--- config.mk ---
export PLATFORM = sky130hd
export DESIGN_NAME = red_pitaya_fads_sorter_flat
export DESIGN_NICKNAME = d
export VERILOG_FILES = /design/src/rtl/fads_pkg.sv /design/src/rtl/red_pitaya_fads_sorter_if.sv /design/src/rtl/red_pitaya_fads_peak.sv /design/src/rtl/red_pitaya_fads_sorter.sv /design/src/flat_wrapper.sv
export SDC_FILE = /design/constraint.sdc
export NUM_CORES = 1
export LEC_CHECK = 0
export CAP_MARGIN = 25
export CELL_PAD_IN_SITES_DETAIL_PLACEMENT = 0
export CELL_PAD_IN_SITES_GLOBAL_PLACEMENT = 1
export CORE_ASPECT_RATIO = 1.75
export CORE_MARGIN = 4
export CORE_UTILIZATION = 52
export DETAILED_ROUTE_END_ITERATION = 8
export PLACE_DENSITY = 0.91
export SLEW_MARGIN = 20
export SYNTH_ARGS = -nofsm -noshare
export SYNTH_HDL_FRONTEND = slang
export SYNTH_SLANG_ARGS = --single-unit
--- constraint.sdc ---
create_clock -name adc_clk_i -period 8.1 [get_ports adc_clk_i]
set_clock_uncertainty 0.2 [all_clocks]
set_input_delay 1.62 -clock adc_clk_i [delete_from_list [all_inputs] [get_ports adc_clk_i]]
set_output_delay 1.62 -clock adc_clk_i [all_outputs]
set_load 0.1 [all_outputs]
--- src/rtl/fads_pkg.sv ---
// Shared definitions for the FADS sorter: register offsets, FSM state encodings
// and configuration reset defaults.
package fads_pkg;

    // Register word offsets, decoded on sys_addr[19:0]
    localparam logic [19:0] OffCtrl     = 20'h00000;
    localparam logic [19:0] OffMinW     = 20'h00004;
    localparam logic [19:0] OffMaxW     = 20'h00008;
    localparam logic [19:0] OffDelay    = 20'h0000C;
    localparam logic [19:0] OffPulseLen = 20'h00010;
    localparam logic [19:0] OffDropCnt  = 20'h00014;
    localparam logic [19:0] OffSortCnt  = 20'h00018;
    localparam logic [19:0] OffMissCnt  = 20'h0001C;
    localparam logic [19:0] OffThrBase  = 20'h00020;

    // Configuration reset defaults (MAX_W resets to all-ones of its width)
    localparam int unsigned DefMinW     = 1;
    localparam int unsigned DefPulseLen = 1;
    localparam int unsigned DefLoThr    = 15;
    localparam int unsigned DefHiThr    = 255;

    typedef enum logic {
        DIdle,
        DDrop
    } det_state_e;

    typedef enum logic [1:0] {
        SIdle,
        SDelay,
        SPulse
    } sort_state_e;

    // Lane n thresholds sit in an 8-byte stride: LO at +0, HI at +4
    function automatic logic [19:0] lo_thr_addr(input int unsigned n);
        return OffThrBase + 20'(8 * n);
    endfunction

    function automatic logic [19:0] hi_thr_addr(input int unsigned n);
        return OffThrBase + 20'(8 * n) + 20'h4;
    endfunction

endpackage

--- src/rtl/red_pitaya_fads_sorter_if.sv ---
// System-bus interface of the FADS sorter.
//  master: drives address, write data, byte select and strobes.
//  slave : returns read data, error and acknowledge.
interface red_pitaya_fads_sorter_if;

    logic [31:0] sys_addr;
    logic [31:0] sys_wdata;
    logic [3:0]  sys_sel;
    logic        sys_wen;
    logic        sys_ren;
    logic [31:0] sys_rdata;
    logic        sys_err;
    logic        sys_ack;

    modport master (
        output sys_addr, sys_wdata, sys_sel, sys_wen, sys_ren,
        input  sys_rdata, sys_err, sys_ack
    );

    modport slave (
        input  sys_addr, sys_wdata, sys_sel, sys_wen, sys_ren,
        output sys_rdata, sys_err, sys_ack
    );

endinterface

--- src/rtl/red_pitaya_fads_peak.sv ---
// Per-lane signed running maximum.
//  adc_clk_i/adc_rstn_i : clock, async active-low reset
//  load_i               : start a new droplet, peak takes dat_i
//  upd_i                : fold dat_i into the running max
//  dat_i                : registered signed sample
//  peak_o               : current peak
module red_pitaya_fads_peak #(
    parameter int unsigned DW = 14
) (
    input  logic                 adc_clk_i,
    input  logic                 adc_rstn_i,
    input  logic                 load_i,
    input  logic                 upd_i,
    input  logic signed [DW-1:0] dat_i,
    output logic signed [DW-1:0] peak_o
);

    logic signed [DW-1:0] peak_q;

    always_ff @(posedge adc_clk_i or negedge adc_rstn_i) begin
        if (!adc_rstn_i) begin
            peak_q <= '0;
        end else if (load_i) begin
            peak_q <= dat_i;
        end else if (upd_i && (dat_i > peak_q)) begin
            peak_q <= dat_i;
        end
    end

    assign peak_o = peak_q;

endmodule

--- src/rtl/red_pitaya_fads_sorter.sv ---
// Multi-channel droplet classifier and sort-pulse generator.
//  adc_clk_i   : ADC clock, single domain
//  adc_rstn_i  : async active-low reset
//  adc_dat_i   : packed signed samples, lane n = [n*DW +: DW]; lane 0 detects droplets
//  sort_trig_o : fixed-length sort pulse to the ASG trigger
//  busy_o      : sort FSM not idle
//  bus         : system bus slave (config, thresholds, statistics)
module red_pitaya_fads_sorter
    import fads_pkg::*;
#(
    parameter int unsigned DW     = 14,
    parameter int unsigned CH_NUM = 2,
    parameter int unsigned CW     = 24,
    parameter int unsigned NW     = 32
) (
    input  logic                   adc_clk_i,
    input  logic                   adc_rstn_i,
    input  logic [CH_NUM*DW-1:0]   adc_dat_i,
    output logic                   sort_trig_o,
    output logic                   busy_o,
    red_pitaya_fads_sorter_if.slave bus
);

    // ---------------------------------------------------------------- config
    logic                 enable_q;
    logic [CW-1:0]        min_w_q, max_w_q, delay_q, pulse_len_q;
    logic signed [DW-1:0] lo_thr_q [CH_NUM];
    logic signed [DW-1:0] hi_thr_q [CH_NUM];

    logic [NW-1:0] drop_cnt_q, sort_cnt_q, miss_cnt_q;

    logic [19:0] addr;
    logic [31:0] rd_val;
    logic        clr_stats;

    assign addr      = bus.sys_addr[19:0];
    assign clr_stats = bus.sys_wen && (addr == OffCtrl) && bus.sys_wdata[1];
    assign bus.sys_err = 1'b0;

    logic unused_bus;
    assign unused_bus = ^{bus.sys_sel, bus.sys_addr[31:20], bus.sys_wdata};

    always_comb begin
        rd_val = '0;
        case (addr)
            OffCtrl:     rd_val = {31'b0, enable_q};
            OffMinW:     rd_val = 32'(min_w_q);
            OffMaxW:     rd_val = 32'(max_w_q);
            OffDelay:    rd_val = 32'(delay_q);
            OffPulseLen: rd_val = 32'(pulse_len_q);
            OffDropCnt:  rd_val = 32'(drop_cnt_q);
            OffSortCnt:  rd_val = 32'(sort_cnt_q);
            OffMissCnt:  rd_val = 32'(miss_cnt_q);
            default:     rd_val = '0;
        endcase
        for (int unsigned n = 0; n < CH_NUM; n++) begin
            if (addr == lo_thr_addr(n)) rd_val = 32'(lo_thr_q[n]);
            if (addr == hi_thr_addr(n)) rd_val = 32'(hi_thr_q[n]);
        end
    end

    always_ff @(posedge adc_clk_i or negedge adc_rstn_i) begin
        if (!adc_rstn_i) begin
            bus.sys_ack   <= 1'b0;
            bus.sys_rdata <= '0;
            enable_q      <= 1'b0;
            min_w_q       <= CW'(DefMinW);
            max_w_q       <= '1;
            delay_q       <= '0;
            pulse_len_q   <= CW'(DefPulseLen);
            for (int unsigned n = 0; n < CH_NUM; n++) begin
                lo_thr_q[n] <= DW'(DefLoThr);
                hi_thr_q[n] <= DW'(DefHiThr);
            end
        end else begin
            bus.sys_ack <= bus.sys_wen | bus.sys_ren;
            if (bus.sys_ren) bus.sys_rdata <= rd_val;
            if (bus.sys_wen) begin
                case (addr)
                    OffCtrl:     enable_q    <= bus.sys_wdata[0];
                    OffMinW:     min_w_q     <= bus.sys_wdata[CW-1:0];
                    OffMaxW:     max_w_q     <= bus.sys_wdata[CW-1:0];
                    OffDelay:    delay_q     <= bus.sys_wdata[CW-1:0];
                    OffPulseLen: pulse_len_q <= bus.sys_wdata[CW-1:0];
                    default:     ;
                endcase
                for (int unsigned n = 0; n < CH_NUM; n++) begin
                    if (addr == lo_thr_addr(n)) lo_thr_q[n] <= bus.sys_wdata[DW-1:0];
                    if (addr == hi_thr_addr(n)) hi_thr_q[n] <= bus.sys_wdata[DW-1:0];
                end
            end
        end
    end

    // ----------------------------------------------------------- input stage
    logic signed [DW-1:0] s_q [CH_NUM];

    always_ff @(posedge adc_clk_i or negedge adc_rstn_i) begin
        if (!adc_rstn_i) begin
            for (int unsigned n = 0; n < CH_NUM; n++) s_q[n] <= '0;
        end else begin
            for (int unsigned n = 0; n < CH_NUM; n++) s_q[n] <= adc_dat_i[n*DW +: DW];
        end
    end

    // -------------------------------------------------------------- detector
    det_state_e           d_state_q;
    logic [CW-1:0]        width_q;
    logic signed [DW-1:0] peak [CH_NUM];
    logic                 above, drop_start, drop_end, peak_upd, lanes_ok, accept_end;

    assign above      = s_q[0] > lo_thr_q[0];
    assign drop_start = enable_q && (d_state_q == DIdle) && above;
    assign peak_upd   = enable_q && (d_state_q == DDrop) && above;
    assign drop_end   = enable_q && (d_state_q == DDrop) && !above;

    for (genvar g = 0; g < CH_NUM; g++) begin : g_lane
        red_pitaya_fads_peak #(
            .DW(DW)
        ) u_peak (
            .adc_clk_i  (adc_clk_i),
            .adc_rstn_i (adc_rstn_i),
            .load_i     (drop_start),
            .upd_i      (peak_upd),
            .dat_i      (s_q[g]),
            .peak_o     (peak[g])
        );
    end

    always_comb begin
        lanes_ok = 1'b1;
        for (int unsigned n = 0; n < CH_NUM; n++) begin
            if (!((peak[n] > lo_thr_q[n]) && (peak[n] < hi_thr_q[n]))) lanes_ok = 1'b0;
        end
    end

    assign accept_end = drop_end && lanes_ok && (width_q >= min_w_q) && (width_q <= max_w_q);

    always_ff @(posedge adc_clk_i or negedge adc_rstn_i) begin
        if (!adc_rstn_i) begin
            d_state_q <= DIdle;
            width_q   <= '0;
        end else if (!enable_q) begin
            d_state_q <= DIdle;
        end else begin
            case (d_state_q)
                DIdle: begin
                    if (above) begin
                        d_state_q <= DDrop;
                        width_q   <= CW'(1);
                    end
                end
                DDrop: begin
                    if (!above) begin
                        d_state_q <= DIdle;
                    end else if (width_q != '1) begin
                        width_q <= width_q + CW'(1);
                    end
                end
                default: d_state_q <= DIdle;
            endcase
        end
    end

    // -------------------------------------------------------------- sort FSM
    sort_state_e   s_state_q;
    logic [CW-1:0] dly_cnt_q, pls_cnt_q;
    logic          trig_q;
    logic          sort_start, sort_miss, pulse_entry;

    assign sort_start  = accept_end && (s_state_q == SIdle);
    assign sort_miss   = accept_end && (s_state_q != SIdle);
    assign pulse_entry = enable_q && (s_state_q == SDelay) && (dly_cnt_q == '0);

    always_ff @(posedge adc_clk_i or negedge adc_rstn_i) begin
        if (!adc_rstn_i) begin
            s_state_q <= SIdle;
            dly_cnt_q <= '0;
            pls_cnt_q <= '0;
            trig_q    <= 1'b0;
        end else if (!enable_q) begin
            s_state_q <= SIdle;
            trig_q    <= 1'b0;
        end else begin
            case (s_state_q)
                SIdle: begin
                    if (accept_end) begin
                        s_state_q <= SDelay;
                        dly_cnt_q <= delay_q;
                    end
                end
                SDelay: begin
                    if (dly_cnt_q == '0) begin
                        s_state_q <= SPulse;
                        trig_q    <= 1'b1;
                        // Remaining cycles after the first; a length of 0 acts as 1
                        pls_cnt_q <= (pulse_len_q == '0) ? '0 : pulse_len_q - CW'(1);
                    end else begin
                        dly_cnt_q <= dly_cnt_q - CW'(1);
                    end
                end
                SPulse: begin
                    if (pls_cnt_q == '0) begin
                        s_state_q <= SIdle;
                        trig_q    <= 1'b0;
                    end else begin
                        pls_cnt_q <= pls_cnt_q - CW'(1);
                    end
                end
                default: begin
                    s_state_q <= SIdle;
                    trig_q    <= 1'b0;
                end
            endcase
        end
    end

    assign sort_trig_o = trig_q;
    assign busy_o      = (s_state_q != SIdle);

    // ------------------------------------------------------------ statistics
    // Saturating; a clear in the same cycle as an increment wins.
    always_ff @(posedge adc_clk_i or negedge adc_rstn_i) begin
        if (!adc_rstn_i) begin
            drop_cnt_q <= '0;
            sort_cnt_q <= '0;
            miss_cnt_q <= '0;
        end else if (clr_stats) begin
            drop_cnt_q <= '0;
            sort_cnt_q <= '0;
            miss_cnt_q <= '0;
        end else begin
            if (drop_end && (drop_cnt_q != '1))    drop_cnt_q <= drop_cnt_q + NW'(1);
            if (pulse_entry && (sort_cnt_q != '1)) sort_cnt_q <= sort_cnt_q + NW'(1);
            if (sort_miss && (miss_cnt_q != '1))   miss_cnt_q <= miss_cnt_q + NW'(1);
        end
    end

    logic unused_start;
    assign unused_start = sort_start;

endmodule

--- src/flat_wrapper.sv ---
// flat-port wrapper written by rule: the top's interface ports become plain ports
module red_pitaya_fads_sorter_flat import fads_pkg::*;
#(
    parameter int unsigned DW     = 14,
    parameter int unsigned CH_NUM = 2,
    parameter int unsigned CW     = 24,
    parameter int unsigned NW     = 32
)
  (adc_clk_i, adc_rstn_i, adc_dat_i, sort_trig_o, busy_o, bus_sys_addr, bus_sys_wdata, bus_sys_sel, bus_sys_wen, bus_sys_ren, bus_sys_rdata, bus_sys_err, bus_sys_ack);
  red_pitaya_fads_sorter_if bus_i ();
  input  logic adc_clk_i;
  input  logic adc_rstn_i;
  input  logic [CH_NUM*DW-1:0] adc_dat_i;
  output logic sort_trig_o;
  output logic busy_o;
  input wire logic [$bits(bus_i.sys_addr)-1:0] bus_sys_addr;
  input wire logic [$bits(bus_i.sys_wdata)-1:0] bus_sys_wdata;
  input wire logic [$bits(bus_i.sys_sel)-1:0] bus_sys_sel;
  input wire logic [$bits(bus_i.sys_wen)-1:0] bus_sys_wen;
  input wire logic [$bits(bus_i.sys_ren)-1:0] bus_sys_ren;
  output wire logic [$bits(bus_i.sys_rdata)-1:0] bus_sys_rdata;
  output wire logic [$bits(bus_i.sys_err)-1:0] bus_sys_err;
  output wire logic [$bits(bus_i.sys_ack)-1:0] bus_sys_ack;
  assign bus_i.sys_addr = bus_sys_addr;
  assign bus_i.sys_wdata = bus_sys_wdata;
  assign bus_i.sys_sel = bus_sys_sel;
  assign bus_i.sys_wen = bus_sys_wen;
  assign bus_i.sys_ren = bus_sys_ren;
  assign bus_sys_rdata = bus_i.sys_rdata;
  assign bus_sys_err = bus_i.sys_err;
  assign bus_sys_ack = bus_i.sys_ack;
  red_pitaya_fads_sorter #(.DW(DW), .CH_NUM(CH_NUM), .CW(CW), .NW(NW)) u_core (.adc_clk_i(adc_clk_i), .adc_rstn_i(adc_rstn_i), .adc_dat_i(adc_dat_i), .sort_trig_o(sort_trig_o), .busy_o(busy_o), .bus(bus_i));
endmodule
==> flow_metrics.env <==
export IMPL_whs_ns=0.295
export IMPL_design_area_um2=26800
export IMPL_initial_core_util_pct=52.5
export IMPL_drc=0
export IMPL_nNetsFinal=2719
export IMPL_clkTransAtPathRegs_ns=0.06
export IMPL_vias=19800
export IMPL_rows=103
export IMPL_worstMarginPinSlew_ns=1.04
export IMPL_yosys_top_cells_count="364 x dfrtp_1, 179 x mux2_2, 173 x nor2_1, 164 x inv_1, 161 x nand2_1"
export IMPL_fillCellCount=3757
export IMPL_powerDensity_nw_per_um2=165
export IMPL_cts_tree="yes"
export IMPL_cap_violations=0
export IMPL_synth_seq_cells=414
export IMPL_holdBufCountCts=0
export IMPL_ys_seq_area_share_pct=44.2
export IMPL_yosys_warnings=0
export IMPL_setup_violations=0
export IMPL_antenna_cells=0
export IMPL_hpwl_mm=55.5
export IMPL_slew_headroom_pct=30.0
export IMPL_vias_per_cell=6.43
export IMPL_antenna_found_initial=0
export IMPL_synth_top_family_by_area="simple AND/OR/NAND/NOR gates"
export IMPL_worstPathArrival_ns=5.48
export IMPL_async_flop_share_pct=100
export IMPL_synthCells=2378
export IMPL_io_pins=136
export IMPL_wl_mm=74.9
export IMPL_ys_types=80
export IMPL_synthTopCellsByArea="dfrtp_1 39%, mux2_2 8.5%, ha_1 8.2%, dfstp_2 5.6%, nor2_1 2.8%"
export IMPL_synth_area_um2=23600
export IMPL_htree_levels=2
export IMPL_worst_slack_ns=2.88
export IMPL_run_status="finished, final reports clean"
export IMPL_wl_per_cell_um=24.4
export IMPL_multi_input_area_um2=12200
export IMPL_rsz0062_at_grt="no"
export IMPL_synth_xor_area_share_pct=3.60
export IMPL_cts_setup_buffers=0
export IMPL_synth_simple_area_share_pct=15.7
export IMPL_period_share_pct=64.5
export IMPL_synth_adder_area_share_pct=8.22
export IMPL_synth_top_area_share_pct=38.6
export IMPL_ant_nets=0
export IMPL_post_route_util_pct=59.6
export IMPL_hold_path_class="register to register"
export IMPL_syn_area_per_cell_um2=9.92
export IMPL_root_buffer="clkbuf_16"
export IMPL_syn_to_final_growth_pct=13.7
export IMPL_crit_type="primary input to register"
export IMPL_fin_tns_setup_ns=0
export IMPL_grt_usage_pct=30.3
export IMPL_cp_end_kind="register"
export IMPL_irDropWorstVdd_mv=0.210
export IMPL_die_height_um=290
export IMPL_synth_edff_count=0
export IMPL_syn_nets=2633
export IMPL_grt_overflow_total=0
export IMPL_power_leakage_nw=11.6
export IMPL_p_total_mw=4.43
export IMPL_worstSkewPairLatency_ns=0.56
export IMPL_die_x_um=169
export IMPL_die_area_um2=49000
export IMPL_slew_viol_final=0
export IMPL_grt_max_degree=144
export IMPL_gp_congestion=0.979
export IMPL_clkSinkCount=414
export IMPL_grt_pass1_wl_mm=115
export IMPL_synth_flop_cell="dfrtp_1"
export IMPL_ff_latch_area_um2=10400
export IMPL_muxShareOfSynthArea_pct=9.15
export IMPL_drive_above_1_share_pct=14.4
export IMPL_worst_ep_required_time_ns=8.35
export IMPL_worst_setup_path_start_kind="primary input"
export IMPL_hold_violations=0
export IMPL_fin_crit_ns=5.22
export IMPL_portBuffers=110
export IMPL_dr_pass1_iters=6
export IMPL_post_synth_top_count_cell="dfrtp_1"
export IMPL_critPathMaxFanout=19
export IMPL_stdcell_count=3074
export IMPL_dpl_cell_area_um2=25300
export IMPL_postCtsResizedCells=0
export IMPL_clockBufferDepth=3
export IMPL_drtIter0Drc=1754
export IMPL_post_synth_top_area_cell="dfrtp_1"
export IMPL_cts_made_buffers=42
export IMPL_max_freq_mhz=191
export IMPL_dp_cells=2993
export IMPL_preCtsSetupSlack_ns=2.35
export IMPL_grt_pass1_vias=20000
export IMPL_synth_compound_area_share_pct=14.8
export IMPL_coreArea_um2=45000
[cell type report]
class                           instances  area share (%)
Multi-Input combinational cell       1698            45.6
Sequential cell                       414            38.9
Timing Repair Buffer                  143            5.25
Clock buffer                           58            4.41
Tap cell                              577            2.69
Inverter                              165            2.31
Clock inverter                         19           0.919
[report_power, final]
part	switching (mW)	internal, mW
combinational	0.202	0.0816
clock	0.859	1.19
sequential	0.0156	2.09
[path summary, 6_finish.rpt]
check	cells after the start	end	slack, ns	from
setup / recovery	9	u_core.bus.sys_rdata[11]	2.88	bus_sys_addr[14]
hold / removal	2	u_core.lo_thr_q[1]	0.29	u_core.lo_thr_q[1]
setup reg to reg	11	u_core.dly_cnt_q[22]	3.18	u_core.hi_thr_q[3]
hold reg to reg	2	u_core.lo_thr_q[1]	0.29	u_core.lo_thr_q[1]
max in group asynchronous	2	u_core.sort_trig_o	5.63	adc_rstn_i
min in group asynchronous	1	u_core.min_w_q[11]	0.85	adc_rstn_i
[per-layer routing]
metal / up-vias / share of wire [%] / routed length, um / global-route usage (%)
li1: 8865 / - / - / -
met1: 9854 / 35 / 26200 / 33.2
met2: 772 / 49 / 36700 / 52.0
met3: 281 / 5.5 / 4140 / 4.30
met4: 0 / 11 / 7870 / 24.8
met5: - / 0 / 0 / 0
[layout by cell type, fill, tap and decap left out, types with 22 or more instances in the layout]
cell,synthesis,routed
buf_4,4,25
a31oi_1,41,41
xor2_1,66,66
a22oi_1,49,49
xnor2_1,31,31
nor2_1,173,171
nand3_1,80,80
a22o_1,39,39
nand2_1,161,161
dfrtp_1,364,364
dfstp_2,50,50
or3_1,38,38
a21oi_1,116,116
nor3_1,42,42
inv_1,164,164
clkbuf_16,0,43
nor4_1,29,22
clkdlybuf4s50_1,0,108
and3_1,35,35
a221oi_1,30,30
o21ai_0,105,105
nand2b_1,27,27
mux2_2,179,179
o22ai_1,24,24
nand4_1,68,68
ha_1,155,154
[cells by family (layout without fill, tap and decap cells)]
kind of cell	after synthesis	count (layout)
compound gates	521	521
xor+xnor	97	97
fa+ha+maj	155	155
buf+inv	266	385
flops	414	414
mux	192	192
other cells	1	1
simple gates	732	732
[worst max-delay path, stage by stage]
cell,delay [ns]
clkdlybuf4s50_1,0.40
nor4_1,0.29
nand4_1,0.57
or3_1,0.86
nor2_2,0.90
a221oi_1,0.31
nand3_1,0.18
o21ai_0,0.09
a221oi_1,0.26
[state kept, by name (all words and copies together), names as in the netlist, 2 cells and up]
name,flops
u_core.lo_thr_q,28
u_core.drop_cnt_q,32
u_core.g_lane.u_peak.peak_o,28
u_core.min_w_q,24
u_core.s_state_q,2
u_core.max_w_q,24
u_core.bus.sys_rdata,32
u_core.s_q,28
u_core.delay_q,24
u_core.pulse_len_q,24
u_core.hi_thr_q,28
u_core.sort_cnt_q,32
u_core.width_q,24
u_core.dly_cnt_q,24
u_core.pls_cnt_q,24
u_core.miss_cnt_q,32
Note: power is estimated with default switching activity, not from simulation.
